[src/rtl/utest_monitor_pkg.sv]
// Shared types and opcode field layout for the microcode self-test checkpoint monitor.
// Pure declarations: no latency and no flow control.
package utest_monitor_pkg;

  localparam int OP_SQI_MSB = 112;
  localparam int OP_SQI_LSB = 109;
  localparam int OP_A_MSB   = 108;
  localparam int OP_A_LSB   = 97;
  localparam int OP_MAP_MSB = 96;
  localparam int OP_MAP_LSB = 95;

  localparam int SQI_W  = OP_SQI_MSB - OP_SQI_LSB + 1;
  localparam int MAP_W  = OP_MAP_MSB - OP_MAP_LSB + 1;
  localparam int OP_A_W = OP_A_MSB - OP_A_LSB + 1;

  localparam logic [SQI_W-1:0] SQI_CONT = SQI_W'(14);
  localparam logic [MAP_W-1:0] MAP_PE   = MAP_W'(0);

  typedef enum logic [1:0] {
    PASS = 2'd0,
    SKIP = 2'd1,
    FAIL = 2'd2,
    DONE = 2'd3
  } kind_t;

  typedef enum logic [1:0] {
    S_IDLE   = 2'd0,
    S_RUN    = 2'd1,
    S_PASSED = 2'd2,
    S_FAILED = 2'd3
  } state_t;

  // A pass checkpoint is a CONT sequencer op whose map field selects the PE map.
  function automatic logic is_cont(input logic [SQI_W-1:0] sqi, input logic [MAP_W-1:0] map);
    return (sqi == SQI_CONT) && (map == MAP_PE);
  endfunction

endpackage

[src/rtl/utest_match.sv]
// Parallel two-field comparator bank; reports the lowest enabled matching entry.
// Purely combinational (zero latency); no flow control.
module utest_match #(
  parameter int N     = 4,
  parameter int W     = 12,
  parameter int IDX_W = (N > 1) ? $clog2(N) : 1
) (
  input  logic [N-1:0]          en,
  input  logic [N-1:0][W-1:0]   key_a,
  input  logic [N-1:0][W-1:0]   key_b,
  input  logic [W-1:0]          val_a,
  input  logic [W-1:0]          val_b,
  output logic                  hit,
  output logic [IDX_W-1:0]      idx
);

  // Scan from the top so the lowest matching index is the last one written.
  always_comb begin
    hit = 1'b0;
    idx = '0;
    for (int i = N - 1; i >= 0; i--) begin
      if (en[i] && (key_a[i] == val_a) && (key_b[i] == val_b)) begin
        hit = 1'b1;
        idx = IDX_W'(i);
      end
    end
  end

endmodule

[src/rtl/utest_monitor.sv]
// Microcode self-test checkpoint monitor: pass/fail/done labels, skip redirects, cycle limit.
// All outputs registered (match at T -> output at T+1); no backpressure. UTEST_MONITOR_COVER_EN adds cover_map.
module utest_monitor
  import utest_monitor_pkg::*;
#(
  parameter int PC_W    = OP_A_W,
  parameter int N_PASS  = 64,
  parameter int N_SKIP  = 16,
  parameter int N_FAIL  = 4,
  parameter int LIMIT_W = 32
) (
  input  logic               clk,
  input  logic               reset_n,
  input  logic               arm,
  input  logic [LIMIT_W-1:0] limit,
  input  logic               x_valid,
  input  logic [PC_W-1:0]    pc_x,
  input  logic [PC_W-1:0]    pc_f,
  input  logic [SQI_W-1:0]   op_sqi,
  input  logic [MAP_W-1:0]   op_map,
  input  logic [PC_W-1:0]    op_a,
  input  logic               cfg_we,
  input  logic [1:0]         cfg_kind,
  input  logic [5:0]         cfg_idx,
  input  logic               cfg_en,
  input  logic [PC_W-1:0]    cfg_a,
  input  logic [PC_W-1:0]    cfg_b,
  input  logic [PC_W-1:0]    cfg_c,
  output logic               redir_valid,
  output logic [PC_W-1:0]    redir_addr,
  output logic               pass_hit,
  output logic [5:0]         pass_idx,
  output logic [15:0]        pass_count,
  output logic [1:0]         state,
  output logic               timeout,
`ifdef UTEST_MONITOR_COVER_EN
  output logic [N_PASS-1:0]  cover_map,
`endif
  output logic [1:0]         fail_idx
);

  localparam int PI_W = (N_PASS > 1) ? $clog2(N_PASS) : 1;
  localparam int SI_W = (N_SKIP > 1) ? $clog2(N_SKIP) : 1;
  localparam int FI_W = (N_FAIL > 1) ? $clog2(N_FAIL) : 1;

  logic [N_PASS-1:0]           pass_en_q;
  logic [N_PASS-1:0][PC_W-1:0] pass_a_q;
  logic [N_SKIP-1:0]           skip_en_q;
  logic [N_SKIP-1:0][PC_W-1:0] skip_from_q;
  logic [N_SKIP-1:0][PC_W-1:0] skip_to_q;
  logic [N_SKIP-1:0][PC_W-1:0] skip_tgt_q;
  logic [N_FAIL-1:0]           fail_en_q;
  logic [N_FAIL-1:0][PC_W-1:0] fail_a_q;
  logic                        done_en_q;
  logic [PC_W-1:0]             done_a_q;

  always_ff @(posedge clk or negedge reset_n) begin
    if (!reset_n) begin
      pass_en_q   <= '0;
      pass_a_q    <= '0;
      skip_en_q   <= '0;
      skip_from_q <= '0;
      skip_to_q   <= '0;
      skip_tgt_q  <= '0;
      fail_en_q   <= '0;
      fail_a_q    <= '0;
      done_en_q   <= 1'b0;
      done_a_q    <= '0;
    end else if (cfg_we) begin
      unique case (kind_t'(cfg_kind))
        PASS: begin
          for (int i = 0; i < N_PASS; i++) begin
            if (int'(cfg_idx) == i) begin
              pass_en_q[i] <= cfg_en;
              pass_a_q[i]  <= cfg_a;
            end
          end
        end
        SKIP: begin
          for (int i = 0; i < N_SKIP; i++) begin
            if (int'(cfg_idx) == i) begin
              skip_en_q[i]   <= cfg_en;
              skip_from_q[i] <= cfg_a;
              skip_to_q[i]   <= cfg_b;
              skip_tgt_q[i]  <= cfg_c;
            end
          end
        end
        FAIL: begin
          for (int i = 0; i < N_FAIL; i++) begin
            if (int'(cfg_idx) == i) begin
              fail_en_q[i] <= cfg_en;
              fail_a_q[i]  <= cfg_a;
            end
          end
        end
        DONE: begin
          done_en_q <= cfg_en;
          done_a_q  <= cfg_a;
        end
      endcase
    end
  end

  logic             pm_hit, sm_hit, fm_hit, done_hit;
  logic [PI_W-1:0]  pm_idx;
  logic [SI_W-1:0]  sm_idx;
  logic [FI_W-1:0]  fm_idx;
  logic             pass_first;
  logic             pass_ok;

  utest_match #(.N(N_PASS), .W(PC_W), .IDX_W(PI_W)) u_pass_match (
    .en(pass_en_q), .key_a(pass_a_q), .key_b(pass_a_q),
    .val_a(op_a), .val_b(op_a), .hit(pm_hit), .idx(pm_idx)
  );

  utest_match #(.N(N_SKIP), .W(PC_W), .IDX_W(SI_W)) u_skip_match (
    .en(skip_en_q), .key_a(skip_from_q), .key_b(skip_to_q),
    .val_a(pc_x), .val_b(pc_f), .hit(sm_hit), .idx(sm_idx)
  );

  utest_match #(.N(N_FAIL), .W(PC_W), .IDX_W(FI_W)) u_fail_match (
    .en(fail_en_q), .key_a(fail_a_q), .key_b(fail_a_q),
    .val_a(pc_x), .val_b(pc_x), .hit(fm_hit), .idx(fm_idx)
  );

  assign done_hit = done_en_q && (pc_x == done_a_q);
  assign pass_ok  = pm_hit && is_cont(op_sqi, op_map) && pass_first;

  state_t             state_q, state_d;
  logic [LIMIT_W-1:0] cnt_q, cnt_d;
  logic               lim_en_q, lim_en_d;
  logic               blk_q, blk_d;
  logic               redir_vld_q, redir_vld_d;
  logic [PC_W-1:0]    redir_addr_q, redir_addr_d;
  logic               pass_hit_q, pass_hit_d;
  logic [5:0]         pass_idx_q, pass_idx_d;
  logic [15:0]        pass_cnt_q, pass_cnt_d;
  logic               timeout_q, timeout_d;
  logic [1:0]         fail_idx_q, fail_idx_d;

  always_comb begin
    state_d      = state_q;
    cnt_d        = cnt_q;
    lim_en_d     = lim_en_q;
    blk_d        = 1'b0;
    redir_vld_d  = 1'b0;
    redir_addr_d = redir_addr_q;
    pass_hit_d   = 1'b0;
    pass_idx_d   = pass_idx_q;
    pass_cnt_d   = pass_cnt_q;
    timeout_d    = timeout_q;
    fail_idx_d   = fail_idx_q;

    if (arm) begin
      state_d    = S_RUN;
      cnt_d      = limit;
      lim_en_d   = (limit != '0);
      pass_cnt_d = '0;
      timeout_d  = 1'b0;
      fail_idx_d = '0;
    end else if (state_q == S_RUN) begin
      // The cycle after a redirect carries a wrong-path instruction, so nothing matches.
      if (x_valid && !blk_q) begin
        if (fm_hit) begin
          state_d    = S_FAILED;
          fail_idx_d = 2'(fm_idx);
        end else if (done_hit) begin
          state_d = S_PASSED;
        end else if (sm_hit) begin
          redir_vld_d  = 1'b1;
          redir_addr_d = skip_tgt_q[sm_idx];
          blk_d        = 1'b1;
        end else if (pass_ok) begin
          pass_hit_d = 1'b1;
          pass_idx_d = 6'(pm_idx);
          if (pass_cnt_q != 16'hFFFF) pass_cnt_d = pass_cnt_q + 16'd1;
        end
      end
      // Same-cycle FAIL/DONE already left RUN and therefore outrank the timeout.
      if (lim_en_q) begin
        cnt_d = cnt_q - LIMIT_W'(1);
        if ((cnt_q == LIMIT_W'(1)) && (state_d == S_RUN)) begin
          timeout_d = 1'b1;
          state_d   = S_FAILED;
        end
      end
    end
  end

  always_ff @(posedge clk or negedge reset_n) begin
    if (!reset_n) begin
      state_q      <= S_IDLE;
      cnt_q        <= '0;
      lim_en_q     <= 1'b0;
      blk_q        <= 1'b0;
      redir_vld_q  <= 1'b0;
      redir_addr_q <= '0;
      pass_hit_q   <= 1'b0;
      pass_idx_q   <= '0;
      pass_cnt_q   <= '0;
      timeout_q    <= 1'b0;
      fail_idx_q   <= '0;
    end else begin
      state_q      <= state_d;
      cnt_q        <= cnt_d;
      lim_en_q     <= lim_en_d;
      blk_q        <= blk_d;
      redir_vld_q  <= redir_vld_d;
      redir_addr_q <= redir_addr_d;
      pass_hit_q   <= pass_hit_d;
      pass_idx_q   <= pass_idx_d;
      pass_cnt_q   <= pass_cnt_d;
      timeout_q    <= timeout_d;
      fail_idx_q   <= fail_idx_d;
    end
  end

`ifdef UTEST_MONITOR_COVER_EN
  logic [N_PASS-1:0] cover_q;

  always_ff @(posedge clk or negedge reset_n) begin
    if (!reset_n) begin
      cover_q <= '0;
    end else if (arm) begin
      cover_q <= '0;
    end else if (pass_hit_d) begin
      cover_q[pm_idx] <= 1'b1;
    end
  end

  assign pass_first = !cover_q[pm_idx];
  assign cover_map  = cover_q;
`else
  assign pass_first = 1'b1;
`endif

  assign redir_valid = redir_vld_q;
  assign redir_addr  = redir_addr_q;
  assign pass_hit    = pass_hit_q;
  assign pass_idx    = pass_idx_q;
  assign pass_count  = pass_cnt_q;
  assign state       = state_q;
  assign timeout     = timeout_q;
  assign fail_idx    = fail_idx_q;

endmodule

[config.mk]
export PLATFORM = sky130hd
export DESIGN_NAME = utest_monitor
export DESIGN_NICKNAME = d
export VERILOG_FILES = /design/src/rtl/utest_monitor_pkg.sv /design/src/rtl/utest_match.sv /design/src/rtl/utest_monitor.sv
export SDC_FILE = /design/constraint.sdc
export NUM_CORES = 2
export LEC_CHECK = 0
export CAP_MARGIN = 0
export CORE_MARGIN = 2
export CORE_UTILIZATION = 50
export CTS_CLUSTER_DIAMETER = 100
export DETAILED_ROUTE_END_ITERATION = 6
export PLACE_DENSITY = 0.66
export SYNTH_ARGS = -nofsm -noshare
export SYNTH_HDL_FRONTEND = slang
export SYNTH_SLANG_ARGS = --single-unit
[constraint.sdc]
create_clock -name clk -period 3.3 [get_ports clk]
set_input_delay 0.495 -clock clk [delete_from_list [all_inputs] [get_ports clk]]
set_output_delay 0.495 -clock clk [all_outputs]
set_load 0.02 [all_outputs]
# Word level (Yosys, flattened, before mapping)

Index checks and enable logic that the tools add are counted.

Magnitude comparators: 1
$add $sub $neg: 2
Muxes and demuxes: 211
Reductions and logical operators: 276
Equal/unequal tests: 175
Bitwise gates (word level): 4

Operator list:

| cell                                               | count |
|---|---|
| == test 12 bit                                     | 101 |
| two-way mux 6 bit                                  | 64 |
| AND reduction 3 bit                                | 86 |
| == test 6 bit, second input constant               | 32 |
| logical AND 1 bit                                  | 173 |
| two-way mux 16 bit                                 | 8 |
| two-way mux 1 bit                                  | 101 |
| == test 6 x 5 -> 1 bit, second input constant      | 16 |
| two-way mux 32 bit                                 | 3 |
| two-way mux 4 bit                                  | 16 |
| binary-select mux 12 bit (select 4 bit)            | 1 |
| == test 6 x 4 -> 1 bit, second input constant      | 8 |
| two-way mux 2 bit                                  | 17 |
| == test 32 x 1 -> 1 bit, second input constant     | 1 |
| nonzero test 32 bit                                | 1 |
| subtractor 32 x 1 -> 32 bit, second input constant | 1 |
| == test 6 x 3 -> 1 bit, second input constant      | 4 |
| adder 16 x 1 -> 16 bit, second input constant      | 1 |
| inequality test 16 bit, second input constant      | 1 |
| AND reduction 7 bit                                | 2 |
| nonzero test 2 bit                                 | 7 |
| == test 6 x 2 -> 1 bit, second input constant      | 2 |
| two-way mux 12 bit                                 | 1 |
| == test 2 x 1 -> 1 bit, second input constant      | 3 |
| other kinds (11)                                   | 19 |

Input port bits: 124
Word-level logic and storage cells: 881
Output and inout port bits: 41
Register bits after elaboration: 1,563

# Longest topological paths before layout

Depth after elaboration: 75
Mapped depth: 17
Depth with buffers taken out: 11

# Modules after synthesis

A second synthesis with hierarchy kept.

Cell total of the unflattened synthesis: 7,040
Area total of the unflattened synthesis: 85,573.3 µm²

By module, submodules not included:

| module                      | seq. area each (µm²) | instances | area an instance (µm²) | cells an instance |
|---|---|---|---|---|
| utest_monitor               | 39,112.5             | 1         | 61,144.9               | 3,858 |
| utest_match at u_pass_match | 0.0                  | 1         | 18,576.6               | 2,430 |
| utest_match at u_skip_match | 0.0                  | 1         | 4,694.5                | 608 |
| utest_match at u_fail_match | 0.0                  | 1         | 1,157.4                | 144 |

# Least setup slack after synthesis

OpenSTA, ideal clock, no wires.

Path type: input -> register
From: input port pc_f[10]
To: register redir_addr_q[7] (netlist: redir_addr[7])
Stages on the path: 14
Setup time: 0.129 ns
Path slack: -0.017 ns
Data arrival time: 3.188 ns
Path buffers: 3
Data required time: 3.171 ns
Cells stage by stage: buf_4 -> xor2_1 -> or4_1 -> nor4_2 -> nand4_1 -> nand4_1 -> o221ai_2 -> a31o_1 -> buf_6 -> buf_6 -> mux2_4 -> o211ai_2 -> o211ai_1 -> a2111o_1

Longest elaborated chain between the ends: 20
Elaborated cells on any way between the ends: 67
Those cells by class: 16 x eq/ne; 34 x mux; 17 x reduce/logical

RTL lines:

| item                                     | line                 | RTL |
|---|---|---|
| start: declaration                       | utest_monitor.sv:18  | `input logic [PC_W-1:0] pc_f,` |
| == test 12 bit                           | utest_match.sv:22    | `if (en[i] && (key_a[i] == val_a) && (key_b[i] == val_b)) begin` |
| logical AND 1 bit                        | utest_match.sv:22    |  |
| two-way mux 4 bit (16 in a row)          | utest_match.sv:22    |  |
| binary-select mux 12 bit (select 4 bit)  | utest_monitor.sv:172 | `redir_addr_d = skip_tgt_q[sm_idx];` |
| two-way mux 12 bit (not written as such) | utest_monitor.sv:172 |  |
| end signal: assignment                   | utest_monitor.sv:210 | `redir_addr_q <= redir_addr_d;` |
| end: declaration                         | utest_monitor.sv:135 | `logic [PC_W-1:0] redir_addr_q, redir_addr_d;` |

Parallel ways exist; a longest one is shown, timed or not. The select of a mux whose other input is x is not followed.
A chain may end at the register's enable or synchronous reset.

# Final worst setup path

From: register skip_to_q[168] in the netlist's numbering
To: register redir_addr_q[10] (netlist: redir_addr[10])

Longest elaborated chain between the ends: 19
Elaborated cells on any way between the ends: 35
Those cells by class: 1 x eq/ne; 32 x mux; 2 x reduce/logical

RTL lines:

| item                                     | line                 | RTL |
|---|---|---|
| start: declaration                       | utest_monitor.sv:50  | `logic [N_SKIP-1:0][PC_W-1:0] skip_to_q;` |
| start signal: indexed assignment         | utest_monitor.sv:84  | `skip_to_q[i] <= cfg_b;` |
| == test 12 bit (*)                       | utest_match.sv:22    |  |
| logical AND 1 bit (*)                    | utest_match.sv:22    |  |
| two-way mux 4 bit (15 in a row)          | utest_match.sv:22    |  |
| binary-select mux 12 bit (select 4 bit)  | utest_monitor.sv:172 |  |
| two-way mux 12 bit (not written as such) | utest_monitor.sv:172 |  |

Every way passes the cells marked *; elsewhere a longest branch is shown, timed or not. The select of a mux whose other input is x is not followed.

==> report_table.html <==
<table>
<tr><th>Metric</th><th>Value</th></tr>
<tr><th colspan="2">Status</th></tr>
<tr><td>Run status</td><td>complete, but fails checks</td></tr>
<tr><td>Failing checks</td><td>negative setup slack</td></tr>
<tr><th colspan="2">Timing</th></tr>
<tr><td>Fin crit share</td><td>1.05</td></tr>
<tr><td>Unrepaired setup endpoints after global routing</td><td>true</td></tr>
<tr><td>Time the worst path needs with I/O delays and setup</td><td>3.46 ns</td></tr>
<tr><td>Clock Skew</td><td>roughly 0.032 ns</td></tr>
<tr><td>Transition time at the pin with the least slew margin</td><td>1.31 ns</td></tr>
<tr><td>Final count of negative-setup-slack endpoints</td><td>22</td></tr>
<tr><td>Final Hold Fails</td><td>0</td></tr>
<tr><td>Final Worst Setup Slack</td><td>-0.164 ns</td></tr>
<tr><td>Worst-case headroom to the max-slew limit</td><td>0.125</td></tr>
<tr><td>Max frequency</td><td>289 MHz</td></tr>
<tr><td>Slew Limit Fails</td><td>0</td></tr>
<tr><th colspan="2">Clock tree</th></tr>
<tr><td>Number of clock buffers inserted by TritonCTS</td><td>169</td></tr>
<tr><td>CTS HTree Levels</td><td>4</td></tr>
<tr><td>Post-CTS clock slew at the launch and capture registers of the worst setup and hold paths</td><td>0.06 ns</td></tr>
<tr><td>TritonCTS clock tree</td><td>built</td></tr>
<tr><td>Source-to-sink clock delay at the later pin of the worst-skew pair</td><td>0.82 ns</td></tr>
<tr><td>Clock Path Buffers</td><td>3</td></tr>
<tr><td>Count of clock tree sinks</td><td>1,563</td></tr>
<tr><td>Clock root buffer</td><td>clkbuf_16</td></tr>
<tr><th colspan="2">Power and ir drop</th></tr>
<tr><td>Worst vdd ir</td><td>515 uV</td></tr>
<tr><td>Post-route total power</td><td>46.0 mW</td></tr>
<tr><td>Power Density</td><td>489 nW/um^2</td></tr>
<tr><td>Pleak</td><td>between 40 and 50 nW</td></tr>
<tr><th colspan="2">Yosys</th></tr>
<tr><td>Register area share after synthesis</td><td>0.502</td></tr>
<tr><td>Proportion of synthesized flip-flops having asynchronous set or reset</td><td>1.00</td></tr>
<tr><td>Summed instance area of the synthesized netlist</td><td>77,900 um^2</td></tr>
<tr><td>Mean post-synth cell area</td><td>12.5 um^2</td></tr>
<tr><td>Count of cell types in the netlist</td><td>71</td></tr>
<tr><td>Number of cells produced by synthesis</td><td>6,243</td></tr>
<tr><td>Number of synthesis warnings</td><td>0</td></tr>
<tr><td>Post-synth EDFFs</td><td>0</td></tr>
<tr><td>Most used DFF post-synth</td><td>dfrtp_1</td></tr>
<tr><td>Post-synthesis register bit count</td><td>1,563</td></tr>
<tr><td>Nets in the synthesized netlist</td><td>between 6,000 and 7,000</td></tr>
<tr><th colspan="2">Job</th></tr>
<tr><td>Maxcap violations</td><td>0</td></tr>
<tr><th colspan="2">Floorplan</th></tr>
<tr><td>Die Footprint</td><td>159,000 um^2</td></tr>
<tr><td>Die height</td><td>399 um</td></tr>
<tr><td>Number of placed I/O pins</td><td>165</td></tr>
<tr><td>Initial Util</td><td>0.504</td></tr>
<tr><td>Core box area</td><td>154,000 um^2</td></tr>
<tr><td>Floorplan row count</td><td>about 140</td></tr>
<tr><td>Die X-Extent</td><td>399 um</td></tr>
<tr><th colspan="2">Finish</th></tr>
<tr><td>Most frequent standard cell in the layout excluding fill and tap cells</td><td>dfrtp_1</td></tr>
<tr><td>Number of inserted filler cells in the final layout</td><td>around 12,000</td></tr>
<tr><td>Net count of the finished layout</td><td>roughly 7,000</td></tr>
<tr><td>Final Instance Area</td><td>between 90,000 and 100,000 um^2</td></tr>
<tr><td>Area occupied by registers</td><td>a little under 40,000 um^2</td></tr>
<tr><td>Utilization after layout</td><td>0.609</td></tr>
<tr><td>Relative area change from synthesis to final layout</td><td>20.8%</td></tr>
<tr><td>Area of the multi-input gates</td><td>36,800 um^2</td></tr>
<tr><td>Leading cell types in the layout, fill and taps excluded</td><td>1,563 x dfrtp_1, 1,519 x mux2_2, 1,040 x xnor2_1</td></tr>
<tr><td>Layout cells sized above 1</td><td>0.388</td></tr>
<tr><th colspan="2">Setup path</th></tr>
<tr><td>Critical Path Sink Type</td><td>flop</td></tr>
<tr><td>Maximum fanout along the worst path</td><td>10</td></tr>
<tr><td>Worst setup path category</td><td>flop to flop</td></tr>
<tr><td>Arrival time at the worst endpoint</td><td>4.16 ns</td></tr>
<tr><td>Critical Path RT</td><td>~4 ns</td></tr>
<tr><td>CP Launch Type</td><td>flop</td></tr>
<tr><th colspan="2">Route</th></tr>
<tr><td>Post-route DRC</td><td>0</td></tr>
<tr><td>Total Routed Length</td><td>241,000 um</td></tr>
<tr><td>Detailed-route vias per instance</td><td>5.90</td></tr>
<tr><td>Total iterations of the first detailed-routing run</td><td>5</td></tr>
<tr><td>Post-route met1 wirelength</td><td>about 110,000 um</td></tr>
<tr><td>Met2 wire length</td><td>between 100,000 and 150,000 um</td></tr>
<tr><td>Number of antenna-violating nets in the routed design</td><td>0</td></tr>
<tr><td>Starting DRT DRC Count</td><td>4,437</td></tr>
<tr><td>Topmost layer with routed signal wires</td><td>met5</td></tr>
<tr><td>DR WL/cell</td><td>26.5 um</td></tr>
<tr><td>Met3 wire len</td><td>14,500 um</td></tr>
<tr><td>Total number of vias</td><td>53,700</td></tr>
<tr><th colspan="2">Place</th></tr>
<tr><td>Count of buffers inserted at the top-level ports</td><td>164</td></tr>
<tr><td>Weighted congestion reported at the end of routability-driven placement</td><td>0.910</td></tr>
<tr><td>Post-detailed-placement cell area</td><td>87,300 um^2</td></tr>
<tr><td>Final HPWL from detailed placement</td><td>155,000 um</td></tr>
<tr><th colspan="2">Global routing</th></tr>
<tr><td>Overflow left after global routing</td><td>0</td></tr>
<tr><td>First-pass GRT wire length</td><td>358,000 um</td></tr>
<tr><td>All-Layer GR Usage</td><td>0.301</td></tr>
<tr><td>Via count of the first global-routing pass</td><td>54,600</td></tr>
<tr><td>Pin count of the biggest net entering global routing</td><td>130</td></tr>
<tr><td>Number of antenna violations at the first check in global routing</td><td>13</td></tr>
<tr><th colspan="2">Hold path</th></tr>
<tr><td>Path category of the worst min-delay check</td><td>input pin to flop</td></tr>
</table>
-- critical path, stage by stage (launching register included) --
cell      delay [ns]
dfrtp_1         0.38
xor2_1          0.17
nor4_2          0.34
nand3_2         0.19
or3_4           0.42
a211oi_2        0.20
buf_4           0.17
o221ai_4        0.16
a31o_4          0.33
buf_12          0.17
buf_6           0.14
nor3_4          0.17
a211oi_1        0.07
a211o_1         0.27
a21o_1          0.15
-- report_power, final --
| group | switching, mW | leakage (nW) | total, mW | internal, mW |
|---|---|---|---|---|
| Clock | 8.01 | 2.91 | 20.0 | 12.0 |
| Sequential | 0.637 | 21.4 | 20.7 | 20.1 |
| Combinational | 2.80 | 19.1 | 5.27 | 2.47 |
-- Yosys cell counts, drive strengths merged (3+ instances only) --
| cell type | instances | share of area |
|---|---|---|
| nor4b | 21 | 0.0024 |
| a211o | 4 | 0.00045 |
| a311oi | 3 | 0.00034 |
| nor3b | 18 | 0.0017 |
| nand4b | 9 | 0.0010 |
| inv | 33 | 0.0016 |
| and3 | 17 | 0.0014 |
| a31o | 4 | 0.00045 |
| mux2 | 1522 | 0.22 |
| a21boi | 3 | 0.00029 |
| o21bai | 4 | 0.00039 |
| and2 | 6 | 0.00048 |
| nand2b | 20 | 0.0016 |
| o31ai | 5 | 0.00048 |
| nor2 | 124 | 0.0060 |
| dfrtp | 1563 | 0.50 |
| or3 | 22 | 0.0018 |
| ha | 3 | 0.00048 |
| xnor2 | 1045 | 0.12 |
| nor2b | 19 | 0.0015 |
| o21ai | 54 | 0.0035 |
| or2 | 10 | 0.00080 |
| clkbuf | 251 | 0.012 |
| nor3 | 81 | 0.0053 |
| o311ai | 3 | 0.00034 |
| nand4 | 255 | 0.020 |
| a211oi | 19 | 0.0020 |
| nor4 | 165 | 0.014 |
| mux2i | 38 | 0.0049 |
| nand3b | 3 | 0.00029 |
| a21oi | 47 | 0.0030 |
| or4 | 17 | 0.0016 |
| buf | 207 | 0.018 |
| o211ai | 28 | 0.0029 |
| and4 | 8 | 0.00090 |
| xor2 | 206 | 0.023 |
| a31oi | 26 | 0.0021 |
| nand3 | 100 | 0.0065 |
| nand2 | 242 | 0.012 |
| a21o | 4 | 0.00039 |
| a2111o | 11 | 0.0016 |
-- through the flow --
step	hold WS (ns)	std cells	setup WS [ns]	TNS, ns
final	0.249	9095	-0.164	-1.98
after global routing	0.217	9095	-0.248	-3.21
after CTS	0.180	9062	-0.0557	-0.488
after detailed placement	0.448	8743	-0.983	-35.38
after global placement	0.458	8743	-0.900	-32.17
after floorplan	0.199	6243	0.000940	0
-- layout make-up --
class,instances,share of cell area
Clock buffer,259,0.0549
Sequential cell,1563,0.416
Clock inverter,55,0.00763
Tap cell,2044,0.0272
Antenna cell,1,0.0000266
Inverter,33,0.00132
Timing Repair Buffer,951,0.102
Multi-Input combinational cell,4189,0.392
-- sequential cells by signal (all words and copies together) (netlist names) --
name and cells:
pass_a_q 768, skip_from_q 192, skip_tgt_q 192, skip_to_q 192, pass_en_q 64, fail_a_q 48, cnt_q 32, pass_count 16
skip_en_q 16, done_a_q 12, redir_addr 12, pass_idx 6, fail_en_q 4, fail_idx 2, state 2, done_en_q 1
lim_en_q 1, pass_hit 1, redir_valid 1, timeout 1
-- repair_timing --
item                                    CTS  global route
endpoints found under the setup margin   21            31
pin swaps                                20            32
resized for setup                        21            74
buffers inserted                          2            29
endpoints found under the hold margin    41             0
gates cloned                              2             6
hold buffers                              1             0
-- path summary, 6_finish.rpt --
kind	start	end	slack [ns]	depth (start not counted)
hold reg to reg	skip_en_q[3]	skip_en_q[3]	0.50	1
setup reg to reg	skip_to_q[168]	redir_addr[10]	-0.16	14
max in group asynchronous	reset_n	skip_to_q[122]	1.75	3
hold / removal	cfg_a[0]	pass_a_q[156]	0.25	2
min in group asynchronous	reset_n	pass_a_q[223]	0.27	2
setup / recovery	skip_to_q[168]	redir_addr[10]	-0.16	14
-- layer usage --
layer  GRT usage  vias to the layer above
met2       0.469                     1639
met3      0.0448                      393
met5           0                        -
met4      0.0914                        8
met1       0.436                    28400
li1            -                    23200
-- cells by family after synthesis --
family,count (synthesis),synth area share
flops,1563,0.502
buf+inv,491,0.0314
compound gates,230,0.0200
fa+ha+maj,3,0.000482
simple gates,1145,0.0802
mux,1560,0.225
xor+xnor,1251,0.141
(Power assumes the default switching activity.)
